<file path="src/rtl/keypad_scan_decoder.sv">
`default_nettype none
// ============================================================================
// Module      : keypad_scan_decoder
// Description : Receive side of a 4x4 keypad scan. Registers the active-low
//               one-hot column strobe and row returns, debounces each of the
//               16 keys, keeps a debounced key map and reports key events
//               through a registered valid/ready output slot.
//               Optional release events: define KEYPAD_RELEASE_EVENT_EN.
// Revision    : 1.0 - initial release
// ============================================================================
module keypad_scan_decoder #(
   parameter int unsigned DEBOUNCE_SCANS = 4,     // legal 1..255
   parameter bit          ROW_ACTIVE_LOW = 1'b1
) (
   input  logic        clk,
   input  logic        reset,
   input  logic [3:0]  column,
   input  logic [3:0]  row,
   output logic [15:0] key_down,
   output logic        key_valid,
   output logic [3:0]  key_code,
   input  logic        key_ready,
   output logic        key_release
);

   localparam int         NUM_KEYS     = 16;
   // The counter reaching this value on a disagreeing sample flips the key
   localparam logic [7:0] C_LAST_COUNT = 8'(DEBOUNCE_SCANS - 1);

   logic [3:0]  column_d, column_q;
   logic [3:0]  row_d, row_q;
   logic        col_vld;
   logic [1:0]  col_idx;
   logic [3:0]  raw_press;
   logic [7:0]  cnt_d [NUM_KEYS];
   logic [7:0]  cnt_q [NUM_KEYS];
   logic [15:0] key_down_d, key_down_q;
   logic [15:0] rise, fall;
   logic [15:0] press_pend_d, press_pend_q;
   logic [15:0] rel_pend_v;
   logic [15:0] grant_oh;
   logic [3:0]  grant_code;
   logic        grant_rel, grant_any;
   logic        slot_load;
   logic        key_valid_d, key_valid_q;
   logic [3:0]  key_code_d, key_code_q;

   // Stage 0: the only path from the scanner pins
   always_comb begin
      column_d = column;
      row_d    = row;
   end

   // Stage 0 registers; column resets to "nothing strobed"
   always_ff @(posedge clk) begin
      if (reset) begin
         column_q <= 4'b1111;
         row_q    <= 4'b0000;
      end else begin
         column_q <= column_d;
         row_q    <= row_d;
      end
   end

   // Column decode: exactly one low bit is a usable sample
   always_comb begin
      col_vld = 1'b1;
      col_idx = 2'd0;
      case (column_q)
         4'b1110: col_idx = 2'd0;
         4'b1101: col_idx = 2'd1;
         4'b1011: col_idx = 2'd2;
         4'b0111: col_idx = 2'd3;
         default: col_vld = 1'b0;
      endcase
   end

   // Row returns normalised to 1 = pressed
   always_comb begin
      raw_press = ROW_ACTIVE_LOW ? ~row_q : row_q;
   end

   // Stage 1: debounce the four keys of the strobed column
   always_comb begin
      key_down_d = key_down_q;
      rise       = '0;
      fall       = '0;
      for (int i = 0; i < NUM_KEYS; i++) begin
         cnt_d[i] = cnt_q[i];
         if (col_vld && ((i / 4) == int'(col_idx))) begin
            if (raw_press[i % 4] == key_down_q[i]) begin
               cnt_d[i] = '0;
            end else if (cnt_q[i] == C_LAST_COUNT) begin
               cnt_d[i]      = '0;
               key_down_d[i] = ~key_down_q[i];
               rise[i]       = ~key_down_q[i];
               fall[i]       = key_down_q[i];
            end else begin
               cnt_d[i] = cnt_q[i] + 8'd1;
            end
         end
      end
   end

   // Debounce state registers
   always_ff @(posedge clk) begin
      if (reset) begin
         key_down_q <= '0;
         for (int i = 0; i < NUM_KEYS; i++) begin
            cnt_q[i] <= '0;
         end
      end else begin
         key_down_q <= key_down_d;
         for (int i = 0; i < NUM_KEYS; i++) begin
            cnt_q[i] <= cnt_d[i];
         end
      end
   end

   // Arbiter: lowest key index with anything pending; press before release
   always_comb begin
      grant_oh   = '0;
      grant_code = '0;
      grant_rel  = 1'b0;
      grant_any  = 1'b0;
      // Descending scan so the last hit (lowest index) wins
      for (int i = NUM_KEYS - 1; i >= 0; i--) begin
         if (press_pend_q[i] || rel_pend_v[i]) begin
            grant_oh    = '0;
            grant_oh[i] = 1'b1;
            grant_code  = 4'(i);
            grant_rel   = ~press_pend_q[i];
            grant_any   = 1'b1;
         end
      end
   end

   // Output slot refills when empty or being consumed; new flips are merged
   // after the clear so a same-edge set stays pending for the next cycle
   always_comb begin
      slot_load    = ~key_valid_q | key_ready;
      key_valid_d  = slot_load ? grant_any : key_valid_q;
      key_code_d   = (slot_load && grant_any) ? grant_code : key_code_q;
      press_pend_d = (press_pend_q & ~((slot_load && !grant_rel) ? grant_oh : 16'h0000)) | rise;
   end

   // Output slot and press pending registers
   always_ff @(posedge clk) begin
      if (reset) begin
         key_valid_q  <= 1'b0;
         key_code_q   <= 4'd0;
         press_pend_q <= '0;
      end else begin
         key_valid_q  <= key_valid_d;
         key_code_q   <= key_code_d;
         press_pend_q <= press_pend_d;
      end
   end

`ifdef KEYPAD_RELEASE_EVENT_EN
   logic [15:0] rel_pend_d, rel_pend_q;
   logic        key_release_d, key_release_q;

   // Release pending bits and event type, same load/merge rule as presses
   always_comb begin
      rel_pend_d    = (rel_pend_q & ~((slot_load && grant_rel) ? grant_oh : 16'h0000)) | fall;
      key_release_d = (slot_load && grant_any) ? grant_rel : key_release_q;
   end

   // Release pending and event type registers
   always_ff @(posedge clk) begin
      if (reset) begin
         rel_pend_q    <= '0;
         key_release_q <= 1'b0;
      end else begin
         rel_pend_q    <= rel_pend_d;
         key_release_q <= key_release_d;
      end
   end

   assign rel_pend_v  = rel_pend_q;
   assign key_release = key_release_q;
`else
   // Releases only change the key map in this build
   logic unused_fall;
   assign unused_fall = ^fall;
   assign rel_pend_v  = '0;
   assign key_release = 1'b0;
`endif

   assign key_down  = key_down_q;
   assign key_valid = key_valid_q;
   assign key_code  = key_code_q;

endmodule
`default_nettype wire

</file>
<file path="config.mk">
export PLATFORM = sky130hd
export DESIGN_NAME = keypad_scan_decoder
export DESIGN_NICKNAME = d
export VERILOG_FILES = /design/src/rtl/keypad_scan_decoder.sv
export SDC_FILE = /design/constraint.sdc
export NUM_CORES = 1
export LEC_CHECK = 0
export ABC_AREA = 1
export CAP_MARGIN = 30
export CORE_MARGIN = 1.5
export CORE_UTILIZATION = 53
export DETAILED_ROUTE_END_ITERATION = 12
export PLACE_DENSITY = 0.71
export SETUP_SLACK_MARGIN = 0.15
export SLEW_MARGIN = 20
export SYNTH_ARGS = -nofsm -noshare
export SYNTH_HDL_FRONTEND = slang
export SYNTH_SLANG_ARGS = --single-unit
export TNS_END_PERCENT = 50
</file>
<file path="constraint.sdc">
create_clock -name clk -period 2.2 [get_ports clk]
set_input_delay 0.55 -clock clk [delete_from_list [all_inputs] [get_ports clk]]
set_output_delay 0.55 -clock clk [all_outputs]
set_load 0.05 [all_outputs]
</file>
# After elaboration in Yosys (flattened, before gate mapping)
# Memory sizes are Yosys's and may differ from the RTL's.
# Index checks and enable logic that the tools add are counted.
# word_totals
inputBits	11
mem_bits_rw	128
regBits	45
wordCells	354
output_inout_bits	22
n_memories	1
# classes
n_addsub	16
n_eq_ne	39
n_bitwise	70
mux	182
n_reduce_logical	25
# mem_list
memory	words	width	rd	rd_clocked_by_memory_dff	write_ports	line	text
cnt_q	16	8	16	0	16	36	logic [7:0] cnt_q [NUM_KEYS];
# op_table
operator	n
$mux W8	64
$mux W16	17
$add A8 B1 Y8 const B	16
$eq A8 B2 Y1 const B	16
$mux W1	84
$mux W4	16
$not A1 Y1	49
$reduce_and A3 Y1	16
$or A1 B1 Y1	17
$and A16 B16 Y16	1
$eq A1 B1 Y1	16
$not A16 Y16	1
$or A16 B16 Y16	1
$eq A4 B4 Y1 const B	3
$logic_and A1 B1 Y1	6
$pmux W2 S3	1
$eq A2 B2 Y1 const A	2
$eq A4 B3 Y1 const B	1
$not A4 Y4	1
$reduce_or A4 Y1	1
$eq A1 B2 Y1 const A	1
$logic_not A2 Y1	1
$logic_not A1 Y1	1

# Logic depth before layout (Yosys ltp)
# Gate-level depths: netlist of run 1.
# depth
word_depth	23
ltp_mapped	15
depth_no_buf	15

# Worst setup path after synthesis of run 1
# OpenSTA, ideal clock, no wires.
# synth_timing
path_type	register -> register
startpoint	register key_valid_q (netlist: key_valid)
endpoint	register press_pend_q[12]
stages_incl_launch_ff	9
setup_ns	0.132
n_path_buf	0
setup_slack_ns	0.602
period_less_slack_ns	1.598
t_arrival_ns	1.465
path_cell_list	dfxtp_1 -> inv_1 -> nor2_1 -> nor2_1 -> nand2_1 -> nor2_1 -> nand2_1 -> o41ai_1 -> a21oi_1
# synth_via
elab_chain_len	7
# synth_rtl
item	line	text
start, declared	45	logic key_valid_d, key_valid_q;
start signal, assigned	154	key_valid_q <= key_valid_d;
$not A1 Y1	141	slot_load = ~key_valid_q | key_ready;
$or A1 B1 Y1	141	
$logic_and A1 B1 Y1	144	press_pend_d = (press_pend_q & ~((slot_load && !grant_rel) ? grant_oh : 16'h0000)) | rise;
$mux W16	144	
$not A16 Y16	144	
$and A16 B16 Y16	144	
$or A16 B16 Y16	144	
end signal, assigned	156	press_pend_q <= press_pend_d;
end, declared	39	logic [15:0] press_pend_d, press_pend_q;
# Every way passes these cells.
# A chain may end at the register's enable or synchronous reset.

# Final worst setup path of run 1
# layout_timing
startpoint	register key_down_q[2] (netlist: key_down[2])
endpoint	output port key_down[2]
# layout_lines
item	line	text
start, declared	37	logic [15:0] key_down_d, key_down_q;
start signal, assigned	113	key_down_q <= key_down_d;
end, declared	19	output logic [15:0] key_down,
# No word-level cell between the ends.

==> metrics, run 1 <==
fillers=1455; via/cell ratio=5.25; Placed Cells=1443; total power=0.00637 W; Die Footprint=16900 um^2; Hold Crit Depth=2; area of the multi-input gates=4400 um^2; area leader, netlist=dfxtp_1; ANT nets after route=0; Starting Density=54.0%; grt total ovfl=0; # port buffers=31; minimum clock period=a little under 2 ns; Cells after Synth=1213; die width=~130 um; Top FF cell, synth=dfxtp_1; Max stage delay on crit path=0.56 ns; cts bufs inserted=17; Async S/R FF share, synth=0%; worst endpoint required time=1.65 ns; clk buf depth=2; Slew HR=between 60% and 70%; IO Count=33; top cell type's share of synthesized area=approximately two fifths; Leak=3.70 nW; CTS clk-pin slew, worst paths=0.06 ns; gpl congestion=around 0.86; register area=3460 um^2; RSZ-0062 raised after global routing=false; Max Fclk=between 0.5 and 0.6 GHz; critical path fanouts, max=4; Root Buffer=clkbuf_16; Final setup viols=0; Yosys reg bits=~170; Core ar.=15800 um^2; worst hold path class=reg -> reg; Reg2Reg Launch Point=row_q[1]; number of DRC markers in iteration 0=453; Max IR drop VDD=0.571 mV; final non-filler cell total=1474; clock skew=0.00523 ns; Max-cap violations=0; Slowest cell on crit path=dlygate4sd2_1; r2r worst-path depth=6; initial antenna violation count=0; clock sinks=173; final hold viol count=0; CTS tree=yes; WL/cell=12.7 um; Hold Startpoint=cnt_q[1][63]; synthesized area per cell=between 7 and 8 um^2; layout cells sized above 1=slightly below 8%; Least-Margin Pin Slew=0.598 ns; H-tree depth=4; critical path arrival=roughly 1.4 ns; NumNets Final=1273; Hold Path Sink=cnt_q[1][63]; syn_nets=1240; Area Overhead vs Synth=13.5%; Post-CTS Setup Bufs=0; crit-path cells=dlygate4sd2_1; first-pass GRT wire length=31.5 mm; worst skew pair latency=0.43 ns; Final HPWL DP=12.8 mm; Total GRT Usage=a little under a quarter; Vias=7743; synth unique cells=43; DIE HEIGHT=~130 um; status=finished, final reports clean; number of synthesized flops with an enable pin=0; Total Neg Setup Slack=0 ns; final slew viol count=0; Buf+Inv Stages, Crit Path=1; drt first pass iters=5; Crit Path Class=reg -> out; WL final=18.7 mm; synth top area cells=dfxtp_1 41%, nand2_1 12%, a21oi_1 7.8%, nor2_1 6.0%, inv_1 5.7%; vias in the first global route=between 6000 and 7000; critical path launch point=key_down[2]; reg-to-reg slack, setup=0.42 ns; CP Capture Type=output pin; sequential element share of the synthesized area=between 40% and 50%; delay-heaviest family, CP=buffers and inverters; remaining routing DRC violations=0; pwr/cell area=657 nW/um^2; startpoint types=flop; ant diodes=0; Rows=46; FF-to-FF End=cnt_q[0][14]; Yosys warning total=0; final worst-path cycle share=around 89%; Synth Cell Area=approximately 8500 um^2; largest net degree at the start of global routing=57
-- logic make-up (layout without fill, tap and decap cells) --
logic type,Yosys count,count (layout),share of synthesized area [%]
fa+ha+maj,16,16,2.34
compound gates,268,268,18.6
other cells,1,1,0.0439
buf+inv,177,222,7.94
flops,173,173,40.5
xor+xnor,17,17,1.74
simple gates,561,561,28.8
-- cell usage after synthesis (8+ instances only) --
| cell type | count |
|---|---|
| a21oi_1 | 134 |
| nand2_1 | 265 |
| nor3_1 | 31 |
| a211oi_1 | 35 |
| ha_1 | 16 |
| o22ai_1 | 11 |
| xor2_1 | 13 |
| o21ai_0 | 49 |
| nor4_1 | 9 |
| inv_1 | 130 |
| or2_2 | 12 |
| clkbuf_1 | 33 |
| a32oi_1 | 8 |
| dfxtp_1 | 173 |
| and3_1 | 11 |
| nor2_1 | 136 |
| nand3_1 | 71 |
-- repair_timing --
| action | CTS | global route |
|---|---|---|
| gates resized for setup | 18 | 0 |
| setup endpoints to repair | 18 | 0 |
| hold buffers | 0 | 0 |
-- worst max path at each step --
stage,endpoint,cells past startpoint,slack [ns]
after CTS,key_down[2],1,0.24
final,key_down[2],1,0.25
after global routing,key_down[4],1,0.19
after detailed placement,press_pend_q[12],9,0.11
after global placement,press_pend_q[12],9,0.13
after floorplan,press_pend_q[12],8,0.60
-- where the power goes --
part	switching [W]	total, W	internal [W]
combinational	0.000191	0.000285	0.0000940
sequential	0.0000386	0.00320	0.00316
clock	0.00122	0.00289	0.00167
-- layout make-up --
type / count / area share, %
Timing Repair Buffer: 53 / 4.83
Tap cell: 216 / 2.79
Multi-Input combinational cell: 863 / 45.4
Clock buffer: 22 / 4.99
Inverter: 138 / 5.37
Sequential cell: 173 / 35.7
Clock inverter: 9 / 0.903
-- layer usage --
metal | up-vias | GRT usage (%) | wire, um
met4 | 0 | 6.86 | 241
li1 | 4127 | - | -
met2 | 108 | 38.5 | 8310
met1 | 3486 | 30.3 | 9460
met5 | - | 0 | 0
met3 | 22 | 5.33 | 649
-- through the flow --
step / instance area, um^2 / utilization (%) / hold WS [ns] / setup slack, ns
2_1_floorplan: 8550 / - / 0.441 / 0.602
5_1_grt: 9700 / 61.3 / 0.478 / 0.188
4_1_cts: 9700 / 61.3 / 0.464 / 0.237
6_report: 9700 / 61.3 / 0.463 / 0.253
3_5_place_dp: 9150 / 57.8 / 0.454 / 0.110
3_3_place_gp: 9150 / 57.8 / 0.450 / 0.126
-- state kept, by name, summed over array words and instances, names as in the netlist --
signal and flops:
key_code 4, key_down 16, press_pend_q 16, key_valid 1, column_q 4, row_q 4, cnt_q 128
-- cells in the final DEF (no fill, tap or decap), types with 5 or more instances in the layout --
master	synthesis	final
o21ai_0	49	49
o22ai_1	11	11
nand2_1	265	265
nor3_1	31	31
nand3_1	71	71
a221oi_1	7	7
nor4_1	9	9
ha_1	16	16
buf_4	2	24
clkbuf_16	0	17
nor3_2	7	7
inv_2	7	7
nor2_1	136	136
o221a_2	5	5
nand4_1	6	6
o41ai_1	7	7
a32oi_1	8	8
clkdlybuf4s50_1	0	9
xor2_1	13	13
dfxtp_1	173	173
and3_1	11	11
or2_2	12	12
inv_1	130	130
a211oi_1	35	35
a21oi_1	134	134
dlygate4sd2_1	0	18
No activity file was read; power rests on OpenSTA's default activity.
==> inputs of run 2 (changes only) <==
--- a/config.mk
+++ b/config.mk
@@ -9,6 +9,7 @@
 export CAP_MARGIN = 30
 export CORE_MARGIN = 1.5
 export CORE_UTILIZATION = 53
+export CTS_BUF_LIST = sky130_fd_sc_hd__clkbuf_8
 export DETAILED_ROUTE_END_ITERATION = 12
 export PLACE_DENSITY = 0.71
 export SETUP_SLACK_MARGIN = 0.15
==> run 2 against run 1 <==
  * Final area is 2.0% lower
  * Sequential cell count stayed put
  * Total power is 12% lower
  * Clock power is 26% lower
  * Final cell count stayed put
  * Combinational power hardly changed
  * Sequential share of layout area is 0.71 points higher
  * Clock skew is 0.0026 ns higher
  * Clock-buffer cell count is 1 lower
  * Setup slack worse by 0.033 ns
  * Critical endpoint unchanged
==> metrics, run 2 (synthesized netlist as in run 1, its figures left out) <==
clock sinks=173 (unchanged); Vias=7714 (-0.37%); FF-to-FF End=cnt_q[0][14]; GR Util met1=30.3% (-0.069 points); P_sw=0.00135 W (-6.5%); met3 Use GR=4.96% (-0.37 points); gpl congestion=0.864 (unchanged); Total GRT Usage=23.0% (-0.23 points); cts bufs inserted=17 (unchanged); Final setup viols=0 (unchanged); initial antenna violation count=0 (unchanged); final non-filler cell total=1474 (unchanged); final worst-path cycle share=90.0% (+1.5 points); max reg flops=128 (unchanged); Finished Cell Area=9510 um^2 (-2.0%); critical path arrival=1.43 ns (+0.03 ns); r2r worst-path depth=6 (unchanged); WL/cell=12.5 um (-1.6%); die width=130 um (unchanged); worst endpoint required time=1.65 ns (about the same); layout cells sized above 1=7.87% (unchanged); Post-Place Cell Area=9150 um^2 (unchanged); WL final=18.4 mm (-1.6%); delay-heaviest family, CP=buffers and inverters; Least-Margin Pin Slew=0.592 ns (-0.00669 ns); Area Overhead vs Synth=11.3%; vias in the first global route=6847 (-0.61%); Hold Crit Depth=2 (unchanged); RSZ-0062 raised after global routing=false; startpoint types=flop; # port buffers=31 (unchanged); ant diodes=0 (unchanged); NumNets Final=1273 (unchanged); Final HPWL DP=12.8 mm (unchanged); H-tree depth=4 (unchanged); Reg with most FFs=cnt_q; Seq pwr share=56.9% (+6.7 points); minimum clock period=1.98 ns (+0.0330 ns); Total Neg Setup Slack=0 ns (unchanged); Hold Startpoint=reset; clock skew=0.00781 ns (+0.00258 ns); grt total ovfl=0 (unchanged); Slew HR=60.5% (+0.45 points); IO Count=33 (unchanged); largest net degree at the start of global routing=57 (unchanged); number of DRC markers in iteration 0=432 (-4.6%); Max stage delay on crit path=0.55 ns (about the same); pwr/cell area=590 nW/um^2 (-10%); Root Buffer=clkbuf_8; ANT nets after route=0 (unchanged); crit-path cells=dlygate4sd2_1; Buf+Inv Stages, Crit Path=1 (unchanged); clk buf depth=2 (unchanged); Post-Route Utilization=60.1% (-1.2 points); Placed Cells=1443 (unchanged); CP Capture Type=output pin; final hold viol count=0 (unchanged); worst hold path class=in -> reg; DIE HEIGHT=130 um (unchanged); via/cell ratio=5.23 (-0.37%); M2 GR Usage=38.0% (-0.50 points); Max-cap violations=0 (unchanged); first-pass GRT wire length=31.2 mm (-0.90%); critical path fanouts, max=4 (unchanged); drt first pass iters=5 (unchanged); Core ar.=15800 um^2 (unchanged); Max Fclk=0.505 GHz (-1.7%); Die Footprint=16900 um^2 (unchanged); CTS clk-pin slew, worst paths=0.09 ns (+0.03 ns); Crit Path Class=reg -> out; Reg2Reg Launch Point=row_q[1]; Max IR drop VDD=0.551 mV (-3.5%); final slew viol count=0 (unchanged); Slowest cell on crit path=dlygate4sd2_1; worst skew pair latency=0.46 ns (+0.03 ns); Switching Fraction=24.1% (+1.4 points); Leak=3.62 nW (-2.3%); most common cell after layout, fill and taps aside=nand2_1; grt peak-use layer=met2; Starting Density=54.0% (unchanged); reg-to-reg slack, setup=0.41 ns (about the same); remaining routing DRC violations=0 (unchanged); Clk pwr share=38.0% (-7.4 points); Hold Path Sink=cnt_q[1][53]; status=finished, final reports clean; Rows=46 (unchanged); CTS tree=yes; combinational share of power=5.1% (+0.6 points); Pint=0.00425 W (-14%); most frequent cells in the layout=265 x nand2_1, 173 x dfxtp_1, 136 x nor2_1; Post-CTS Setup Bufs=0 (unchanged)
-- run 2: cell types whose count changed in the layout (fill, tap and decap cells not counted), sizes merged --
cell,before,now
dlygate4sd2,18,17
clkbuf,22,21
inv,138,139
clkdlybuf4s15,0,1
-- run 2: routing by layer --
metal | vias to the layer above | part of all wire, %
li1 | 4124 | -
met1 | 3469 | 50
met2 | 102 | 44
met3 | 19 | 4.1
met4 | 0 | 1.3
met5 | - | 0
-- run 2: how the worst max path moves through the flow --
stage / from / endpoint / slack, ns / depth (start not counted)
6_report: key_down[2] / key_down[2] / 0.22 / 1
5_1_grt: key_down[2] / key_down[2] / 0.15 / 1
4_1_cts: key_down[2] / key_down[2] / 0.18 / 1
3_5_place_dp: key_ready / press_pend_q[12] / 0.11 / 9
3_3_place_gp: key_ready / press_pend_q[12] / 0.13 / 9
2_1_floorplan: key_valid / press_pend_q[12] / 0.60 / 8
-- run 2: through the flow --
step / total power, W / hold WS, ns / setup WS (ns)
finish: 0.00561 / 0.440 / 0.220
global route: 0.00584 / 0.432 / 0.151
CTS: 0.00567 / 0.416 / 0.182
detailed placement: 0.00355 / 0.454 / 0.110
global placement: 0.00355 / 0.450 / 0.126
floorplan: 0.00345 / 0.441 / 0.602
-- run 2: layout make-up --
class | instances | area (um^2)
clock buffer | 21 | 289
clock inverter | 10 | 91.3
fill | 1484 | 6320
inverter | 138 | 520
multi-input combinational | 863 | 4400
sequential | 173 | 3460
tap | 216 | 270
timing repair buffer | 53 | 469
-- run 2: what timing repair did --
action                     4_1_cts  5_1_grt
gates resized for setup         18        1
setup endpoints to repair       18        1
hold buffers                     0        0
-- run 2: power groups by stage --
stage | clock, W | sequential (W) | combinational [W]
2_1_floorplan | 0 | 0.00324 | 0.000203
3_3_place_gp | 0 | 0.00326 | 0.000283
3_5_place_dp | 0 | 0.00327 | 0.000285
4_1_cts | 0.00220 | 0.00319 | 0.000286
5_1_grt | 0.00232 | 0.00320 | 0.000319
6_report | 0.00213 | 0.00319 | 0.000284
